`src/rtl/srl_cascade_chain.sv`:
```
// srl_cascade_chain: a chain of addressable shift-register stages, one per LUT.
// Each stage shifts in either its own external bit or the last tap of the
// previous stage. Each stage also tracks how far it has been filled. The read
// port is either combinational or registered.
module srl_cascade_chain #(
    parameter int               STAGES  = 4,
    parameter int               DEPTH   = 32,
    parameter int               ADDR_W  = $clog2(DEPTH),
    parameter int               OUT_REG = 1,
    parameter logic [DEPTH-1:0] INIT    = {DEPTH{1'b0}}
) (
    input  logic                     clk,
    input  logic                     rst,
    input  logic [STAGES-1:0]        ce,
    input  logic [STAGES-1:0]        d,
    input  logic [STAGES-1:0]        casc_sel,
    input  logic [STAGES*ADDR_W-1:0] addr,
    output logic [STAGES-1:0]        q,
    output logic [STAGES-1:0]        q_last,
    output logic [STAGES-1:0]        q_vld,
    output logic [STAGES-1:0]        full
);

    // Saturation point of the fill counter. It is sized to the counter so the
    // compare keeps matching widths.
    localparam logic [ADDR_W:0] CNT_MAX = (ADDR_W + 1)'(DEPTH);

    logic [STAGES-1:0] w_last;   // tap DEPTH-1 of every stage
    logic [STAGES-1:0] w_rd;     // addressed tap of every stage
    logic [STAGES-1:0] w_rd_vld; // addressed tap holds a shifted-in bit
    logic [STAGES-1:0] w_full;

    for (genvar gi = 0; gi < STAGES; gi++) begin : g_stage
        logic [DEPTH-1:0]  r_sr;   // tap 0 is the newest bit
        logic [ADDR_W:0]   r_cnt;
        logic              w_in;
        logic [ADDR_W-1:0] w_addr;

        // Stage 0 has no upstream neighbour, so it always takes its external bit.
        if (gi == 0) begin : g_head
            assign w_in = d[0];
        end else begin : g_casc
            assign w_in = casc_sel[gi] ? w_last[gi-1] : d[gi];
        end

        assign w_addr       = addr[gi*ADDR_W +: ADDR_W];
        assign w_last[gi]   = r_sr[DEPTH-1];
        assign w_rd[gi]     = r_sr[w_addr];
        assign w_rd_vld[gi] = (r_cnt > {1'b0, w_addr});
        assign w_full[gi]   = (r_cnt == CNT_MAX);

        // Shift the stage and advance its saturating fill counter on each enabled edge.
        // NOTE: the storage is reset like any other flop (not left as an unreset
        // RAM), because INIT must appear on q_last as soon as rst is asserted.
        always_ff @(posedge clk or posedge rst) begin
            if (rst) begin
                // NOTE: use non-blocking assignments so every stage samples its
                // neighbour's pre-edge last tap; a blocking write would ripple the
                // bit through the whole chain in one edge.
                r_sr  <= INIT;
                r_cnt <= '0;
            end else if (ce[gi]) begin
                r_sr <= {r_sr[DEPTH-2:0], w_in};
                if (r_cnt != CNT_MAX) begin
                    r_cnt <= r_cnt + 1'b1;
                end
            end
        end
    end

    assign q_last = w_last;
    assign full   = w_full;

    if (OUT_REG != 0) begin : g_out_reg
        logic [STAGES-1:0] r_q;
        logic [STAGES-1:0] r_q_vld;

        // Register the read. It uses the pre-edge storage and the address present at the edge.
        always_ff @(posedge clk or posedge rst) begin
            if (rst) begin
                r_q     <= '0;
                r_q_vld <= '0;
            end else begin
                r_q     <= w_rd;
                r_q_vld <= w_rd_vld;
            end
        end

        assign q     = r_q;
        assign q_vld = r_q_vld;
    end else begin : g_out_comb
        assign q     = w_rd;
        assign q_vld = w_rd_vld;
    end

endmodule

```
`config.mk`:
```
export PLATFORM = sky130hd
export DESIGN_NAME = srl_cascade_chain
export DESIGN_NICKNAME = d
export VERILOG_FILES = /design/src/rtl/srl_cascade_chain.sv
export SDC_FILE = /design/constraint.sdc
export NUM_CORES = 1
export LEC_CHECK = 0
export BUFFER_PORTS_ARGS = -buffer_cell sky130_fd_sc_hd__buf_4
export CORE_AREA = 4 4 130 132
export DETAILED_ROUTE_END_ITERATION = 16
export DIE_AREA = 0 0 134 136
export GPL_TIMING_DRIVEN = 0
export MAX_ROUTING_LAYER = met4
export PLACE_DENSITY = 0.69
export SYNTH_ARGS = -nofsm -noshare
export SYNTH_HDL_FRONTEND = slang
export SYNTH_SLANG_ARGS = --single-unit
```
`constraint.sdc`:
```
create_clock -name clk -period 6.3 [get_ports clk]
set_clock_uncertainty 0.1 [all_clocks]
set_input_delay 1.26 -clock clk [delete_from_list [all_inputs] [get_ports clk]]
set_output_delay 1.26 -clock clk [all_outputs]
set_load 0.01 [all_outputs]
```
# Yosys cells after proc, flatten, opt, wreduce, memory -nomap -nowiden
# Cells that the tools add are included.
dict set report word_totals {
  out_inout_bits 16
  ff_bits 160
  input_bits 34
}
dict set report classes {
  n_mux 11
  n_eq_ne 8
  n_lt_le_gt_ge 8
  addsub 4
  n_reduce_logical 4
}
# op count
set op_table {}
lappend op_table {{$add 6x1->6 const B} 4}
lappend op_table {{$eq 6x6->1 const B} 4}
lappend op_table {{$gt 6x5->1} 4}
lappend op_table {{$lt 5x6->1 const B} 4}
lappend op_table {{$ne 6x6->1 const B} 4}
lappend op_table {{$bmux 1 s5} 4}
lappend op_table {{$reduce_and 2->1} 4}
lappend op_table {{$mux 1} 7}

# Logic depth before layout (Yosys ltp)
# Gate-level depths: netlist of the first run.
dict set report logic_depth {
  depth_word 2
  ltp_mapped 8
  depth_no_buf 7
}

# Worst setup path before layout of the first run
# OpenSTA, ideal clock, no wires.
dict set report synth_path {
  path_kind {in2reg}
  startpoint {input port addr[0]}
  endpoint {register g_out_reg.r_q[0], in the netlist q[0]}
  t_arrival_ns 2.568
  stages 6
  slack_ns 3.512
  cell_sequence {buf_6 > mux4_2 > and2_4 > a2111oi_2 > a41oi_1 > and3_1}
}
dict set report synth_between {
  elab_chain_cells 2
}
# item line_no
set synth_lines {}
lappend synth_lines {{start, declared} 17} ;# input logic [STAGES*ADDR_W-1:0] addr,
lappend synth_lines {{$bmux 1 s5} 48} ;# assign w_rd[gi] = r_sr[w_addr];
lappend synth_lines {{$mux 1 (not written as such)} 48}
lappend synth_lines {{net w_rd[0]} 29} ;# logic [STAGES-1:0] w_rd;
lappend synth_lines {{end signal, assigned} 84} ;# r_q <= w_rd;
lappend synth_lines {{end, declared} 75} ;# logic [STAGES-1:0] r_q;
# The timed path passes the listed nets, and every way through them passes these cells. The select of a mux whose other input is x is not followed.
# A chain may end at the register's enable or synchronous reset.

# Final worst setup path of the first run
dict set report layout_path {
  startpoint {register g_stage[3].r_cnt[0]}
  endpoint {output port full[3]}
}
dict set report layout_between {
  elab_chain_cells 1
}
# item line_no
set layout_lines {}
lappend layout_lines {{start, declared} 35} ;# logic [ADDR_W:0] r_cnt;
lappend layout_lines {{start signal, assigned} 65} ;# r_cnt <= r_cnt + 1'b1;
lappend layout_lines {{$eq 6x6->1} 50} ;# assign w_full[gi] = (r_cnt == CNT_MAX);
lappend layout_lines {{end, declared} 21} ;# output logic [STAGES-1:0] full
# No other way between the ends.

==> results.sh, run 1 <==
export IMPL_tightest_slew_ns=0.744
export IMPL_cp_slowest_cell="dfrtp_1"
export IMPL_r2r_end="g_stage[1].r_cnt[5]"
export IMPL_timing_slew_headroom=0.504
export IMPL_pre_cts_slack_ns=3.24
export IMPL_worst_path_stages=5
export IMPL_cp_required_ns=4.94
export IMPL_vias=4457
export IMPL_cp_cell_sequence="inv_1 -> ha_1 -> nand2_1 -> nor4_1 -> buf_4"
export IMPL_antenna_left=0
export IMPL_die_x_um=134
export IMPL_irDropWorstVdd_mv=0.237
export IMPL_cp_start_kind="register"
export IMPL_rr_startpoint="g_stage[1].r_cnt[0]"
export IMPL_clk_latency_ns=0.42
export IMPL_worstHoldPathCells=1
export IMPL_track_usage=0.166
export IMPL_hold_viol=0
export IMPL_root_buffer="clkbuf_16"
export IMPL_critPathLaunch="g_stage[3].r_cnt[0]"
export IMPL_cp_slowest_stage_delay_ns=0.42
export IMPL_fp_dieH_um=136
export IMPL_grt_overflow=0
export IMPL_wirelength_mm=13.6
export IMPL_ctsResizeCount=0
export IMPL_worst_slack_ns=3.19
export IMPL_cts_hold_buffers_added=0
export IMPL_syn_area_mm2=0.00772
export IMPL_synth_seq_cells=160
export IMPL_critical_path_top_delay_family="simple AND/OR/NAND/NOR gates"
export IMPL_drcViolationCount=0
export IMPL_grt_max_degree=82
export IMPL_cts_buffers=17
export IMPL_htree_levels=4
export IMPL_cp_num_buf_inv=2
export IMPL_antenna_cells=0
export IMPL_cap_violations=0
export IMPL_critPathMaxFanout=4
export IMPL_post_cts_buffers=0
export IMPL_end_kind="output pin"
export IMPL_cts_buffer_depth=2
export IMPL_setup_viol_count_final=0
export IMPL_rr_worst_depth=6
export IMPL_ioPinCount=50
export IMPL_grt_pass1_wl_mm=23.4
export IMPL_holdPathEnd="g_stage[1].r_cnt[5]"
export IMPL_core_area_mm2=0.0157
export IMPL_synth_cell_types=33
export IMPL_path_clk_slew_ns=0.06
export IMPL_avgRoutedWirePerCell_um=16.5
export IMPL_dieArea_mm2=0.0182
export IMPL_antenna_found_initial=0
export IMPL_yosysSeqAreaShare=0.518
export IMPL_fmax_mhz=321
export IMPL_rsz0062_at_grt="no"
export IMPL_p_leak_nw=4.05
export IMPL_routed_via_density=5.41
export IMPL_port_buffers=38
export IMPL_r2r_setup_slack_ns=4.33
export IMPL_min_delay_start="g_stage[1].r_cnt[5]"
export IMPL_hold_class="register to register"
export IMPL_drt_iter0_drc=196
export IMPL_maxSlewViolCount=0
export IMPL_first_pass_iters=4
export IMPL_drive_gt1_frac=0.380
export IMPL_synth_area_per_cell_um2=14.4
export IMPL_period_share=0.494
export IMPL_fin_nets=657
export IMPL_holdWs_ns=0.397
export IMPL_grt_pass1_vias=4673
export IMPL_num_rows=46
export IMPL_initial_core_util=0.492
export IMPL_ys_warn_count=0
export IMPL_hpwl_mm=9.30
export IMPL_postSynthNetCount=599
export IMPL_worstSetupPathType="register to output pin"
export IMPL_worstPathArrival_ns=1.75
export IMPL_area_growth_pct=15.4
export IMPL_syn_inst=537
export IMPL_globalplace_congestion=0.790
export IMPL_cts_tree="yes"
export IMPL_clock_sinks=160
export IMPL_status="completed"
export IMPL_fin_crit_ns=3.11
export IMPL_p_per_area_mw_per_mm2=430
-- flip-flops by register name, indices dropped and copies added (netlist names) --
register       flops
q                  4
q_vld              4
g_stage.r_cnt     24
g_stage.r_sr     128
-- layout make-up --
cell class	count	area [um^2]
Buffer	28	150
Clock buffer	20	447
Clock inverter	12	158
Fill cell	1273	6800
Inverter	25	98.8
Multi-Input combinational cell	324	3480
Sequential cell	160	4000
Tap cell	216	270
Timing Repair Buffer	39	313
-- cell usage in the layout, fill, tap and decap left out, types with 4 or more instances in the layout --
cell type    n
buf_1        8
xnor2_1     17
and3_1       4
buf_4       42
nand4_1     12
ha_1        28
o21bai_1     4
nand3b_1     4
mux2i_1      9
buf_6        4
nand3_1      9
o21ai_0      4
clkbuf_16   17
inv_1       24
nor2_1       7
nand2b_1     8
a211oi_1     4
dfrtp_1    160
mux2_2     129
inv_6        4
clkbuf_1    14
a2111oi_2    4
mux4_2      18
o22ai_1      4
nor2b_1      6
mux4_1      14
nand2_1     22
-- Yosys cell counts --
library cell | n | area (um^2)
nand3_1 | 9 | 45.0
nand4_1 | 12 | 75.1
xor2_1 | 3 | 26.3
buf_1 | 8 | 30.0
and3_1 | 4 | 25.0
nor2_1 | 7 | 26.3
a41oi_1 | 2 | 17.5
o22ai_1 | 4 | 25.0
o21ai_0 | 4 | 20.0
a21oi_1 | 3 | 15.0
a211oi_1 | 4 | 30.0
or4_1 | 1 | 7.51
nand2b_1 | 8 | 50.1
dfrtp_1 | 160 | 4000
buf_6 | 4 | 45.0
inv_1 | 25 | 93.8
mux4_2 | 18 | 405
nand3b_1 | 4 | 30.0
a31oi_1 | 2 | 12.5
o21bai_1 | 4 | 30.0
and4b_1 | 1 | 10.0
nor2b_1 | 6 | 37.5
clkbuf_1 | 12 | 45.0
xnor2_1 | 17 | 149
buf_4 | 4 | 30.0
mux2i_1 | 9 | 90.1
nand2_1 | 22 | 82.6
mux2_2 | 129 | 1450
a2111oi_2 | 4 | 60.1
mux4_1 | 14 | 368
nor4_1 | 3 | 18.8
and2_4 | 2 | 17.5
ha_1 | 28 | 350
-- power breakdown --
part / internal (mW) / switching, mW
Sequential: 1.45 / 0.344
Combinational: 0.627 / 0.361
Clock: 0.637 / 0.413
-- cell families after synthesis --
logic type / synth area share
mux: 0.300
xor+xnor: 0.0227
fa+ha+maj: 0.0454
flops: 0.518
compound gates: 0.0272
buf+inv: 0.0316
simple gates: 0.0551
-- through the flow --
stage               TNS [ns]   util  power (mW)  instance area, um^2  cells
finish                     0  0.568        3.83                 8920    824
global route               0  0.568        4.09                 8920    824
CTS                        0  0.568        3.88                 8920    824
detailed placement         0  0.529        2.80                 8310    792
global placement     -148.00  0.527        2.72                 8280    791
floorplan                  0      -        2.50                 7720    537
-- metal layers --
layer | vias up | track usage | wire length, um
met1 | 2295 | 0.212 | 6180
met4 | 0 | 0.0446 | 125
met5 | - | - | 0
li1 | 2090 | - | -
met2 | 60 | 0.268 | 6900
met3 | 12 | 0.0418 | 397
-- worst register-to-register path, cell delays in order, from the launching register on --
cell and delay [ns]:
dfrtp_1 0.40, inv_1 0.09, ha_1 0.19, and4b_1 0.20, nand2b_1 0.20, or4_1 0.53
xnor2_1 0.14
-- worst max path at each step --
stage | end | slack [ns]
after floorplan | g_stage[0].r_cnt[0] | 0.62
after global placement | g_stage[2].r_cnt[3] | -0.93
after detailed placement | q[2] | 3.24
after CTS | full[3] | 3.22
after global routing | full[0] | 3.06
final | full[3] | 3.19
(Power assumes the default switching activity.)
==> run 2: changes to the inputs <==
==> constraint.sdc (replaced) <==
create_clock -name clk -period 2.9 [get_ports clk]
set_clock_uncertainty 0.1 [all_clocks]
set_input_delay 0.58 -clock clk [delete_from_list [all_inputs] [get_ports clk]]
set_output_delay 0.58 -clock clk [all_outputs]
set_load 0.01 [all_outputs]
==> run 2 against run 1 <==
Critical path depth is the same. Global-route usage fell by 0.058 points. Cell count grew 0.36%. Combinational power grew 120%. Core utilization increased by 0.15 points. Critical path type unchanged.
==> results.sh, run 2 (synthesized netlist as in run 1, its figures left out) <==
export IMPL_antenna_left=0
export IMPL_grt_pass1_vias=4728
export IMPL_worstPathArrival_ns=1.67
export IMPL_irDropWorstVdd_mv=0.457
export IMPL_path_clk_slew_ns=0.06
export IMPL_clk_latency_ns=0.41
export IMPL_initial_core_util=0.492
export IMPL_fin_cells=827
export IMPL_num_rows=46
export IMPL_cts_buffer_depth=2
export IMPL_core_area_mm2=0.0157
export IMPL_ioPinCount=50
export IMPL_fp_dieH_um=136
export IMPL_hpwl_mm=9.84
export IMPL_cts_hold_buffers_added=0
export IMPL_hold_class="input port to async pin"
export IMPL_avgRoutedWirePerCell_um=16.6
export IMPL_vias=4448
export IMPL_clock_sinks=160
export IMPL_routed_via_density=5.38
export IMPL_grt_pass1_wl_mm=23.3
export IMPL_mostFrequentLayoutCells="160 x dfrtp_1, 129 x mux2_2, 42 x buf_4"
export IMPL_fin_crit_ns=2.35
export IMPL_drcViolationCount=0
export IMPL_end_kind="output pin"
export IMPL_placed_area_mm2=0.00837
export IMPL_antenna_cells=0
export IMPL_fin_nets=660
export IMPL_rsz0062_at_grt="no"
export IMPL_worstSetupPathType="register to output pin"
export IMPL_wirelength_mm=13.7
export IMPL_fin_area_mm2=0.00894
export IMPL_hold_viol=0
export IMPL_root_buffer="clkbuf_16"
export IMPL_drt_iter0_drc=265
export IMPL_setup_viol_count_final=0
export IMPL_cp_start_kind="register"
export IMPL_port_buffers=38
export IMPL_cp_slowest_stage_delay_ns=0.42
export IMPL_cp_required_ns=2.22
export IMPL_tns_ns=0
export IMPL_total_power_mw=8.21
export IMPL_first_pass_iters=6
export IMPL_area_growth_pct=15.7
export IMPL_p_per_area_mw_per_mm2=918
export IMPL_cp_cell_sequence="inv_1 -> ha_1 -> nand2_1 -> nor4_1 -> buf_4"
export IMPL_antenna_found_initial=0
export IMPL_fmax_mhz=426
export IMPL_p_leak_nw=4.07
export IMPL_cts_tree="yes"
export IMPL_timing_slew_headroom=0.491
export IMPL_status="completed"
export IMPL_top_register="g_stage.r_sr"
export IMPL_pre_cts_slack_ns=0.465
export IMPL_largest_reg_flops=128
export IMPL_tightest_slew_ns=0.763
export IMPL_worst_slack_ns=0.553
export IMPL_drive_gt1_frac=0.376
export IMPL_htree_levels=4
export IMPL_period_share=0.809
export IMPL_grt_overflow=0
export IMPL_dieArea_mm2=0.0182
export IMPL_mostFrequentLayoutCell="dfrtp_1"
export IMPL_track_usage=0.165
export IMPL_post_cts_buffers=0
export IMPL_maxSlewViolCount=0
export IMPL_cap_violations=0
export IMPL_cp_slowest_cell="dfrtp_1"
export IMPL_critPathMaxFanout=4
export IMPL_ctsResizeCount=0
export IMPL_die_x_um=134
export IMPL_cts_buffers=17
export IMPL_globalplace_congestion=0.782
export IMPL_grt_max_degree=41
export IMPL_reg_top3="g_stage.r_sr x128, g_stage.r_cnt x24"
export IMPL_dp_cells=795
[run 2: worst paths after layout]
path	start	end	slack [ns]	depth (start not counted)
min	rst	g_stage[3].r_cnt[3]	0.20	2
max	g_stage[3].r_cnt[0]	full[3]	0.55	5
min in group clk	d[0]	g_stage[0].r_sr[0]	0.30	2
max in group asynchronous	rst	g_stage[2].r_sr[21]	1.46	5
max reg2reg	g_stage[1].r_cnt[0]	g_stage[1].r_cnt[5]	0.92	6
min reg2reg	g_stage[3].r_cnt[5]	g_stage[3].r_cnt[5]	0.40	1
[run 2: critical path, delay by kind of cell, from the launching register on]
kind                     cells  cell delay (ns)
adder cells (fa/ha/maj)      1             0.15
buffers and inverters        2             0.30
AND/OR/NAND/NOR              2             0.38
flip-flops                   1             0.42
[run 2: report_power, final]
group | switching [mW] | internal [mW] | total (mW)
clock | 0.825 | 1.33 | 2.16
sequential | 0.738 | 3.15 | 3.89
combinational | 0.788 | 1.37 | 2.16
[run 2: final cells by class]
class                      instances  area [um^2]
fill                            1256         6770
sequential                       160         4000
multi-input combinational        324         3480
clock buffer                      26          489
timing repair buffer              42          373
tap                              216          270
buffer                            28          150
inverter                          25         97.6
clock inverter                     6         80.1
[run 2: metrics by stage]
step           hold slack, ns   util
5_1_grt                 0.255  0.569
4_1_cts                 0.216  0.569
2_1_floorplan           0.354      -
3_5_place_dp            0.382  0.533
3_3_place_gp            0.381  0.527
6_report                0.198  0.569
[run 2: per-layer routing]
metal | track usage | share of wire
met2 | 0.272 | 0.51
met3 | 0.0377 | 0.026
met5 | - | 0
met1 | 0.205 | 0.45
met4 | 0.0549 | 0.013
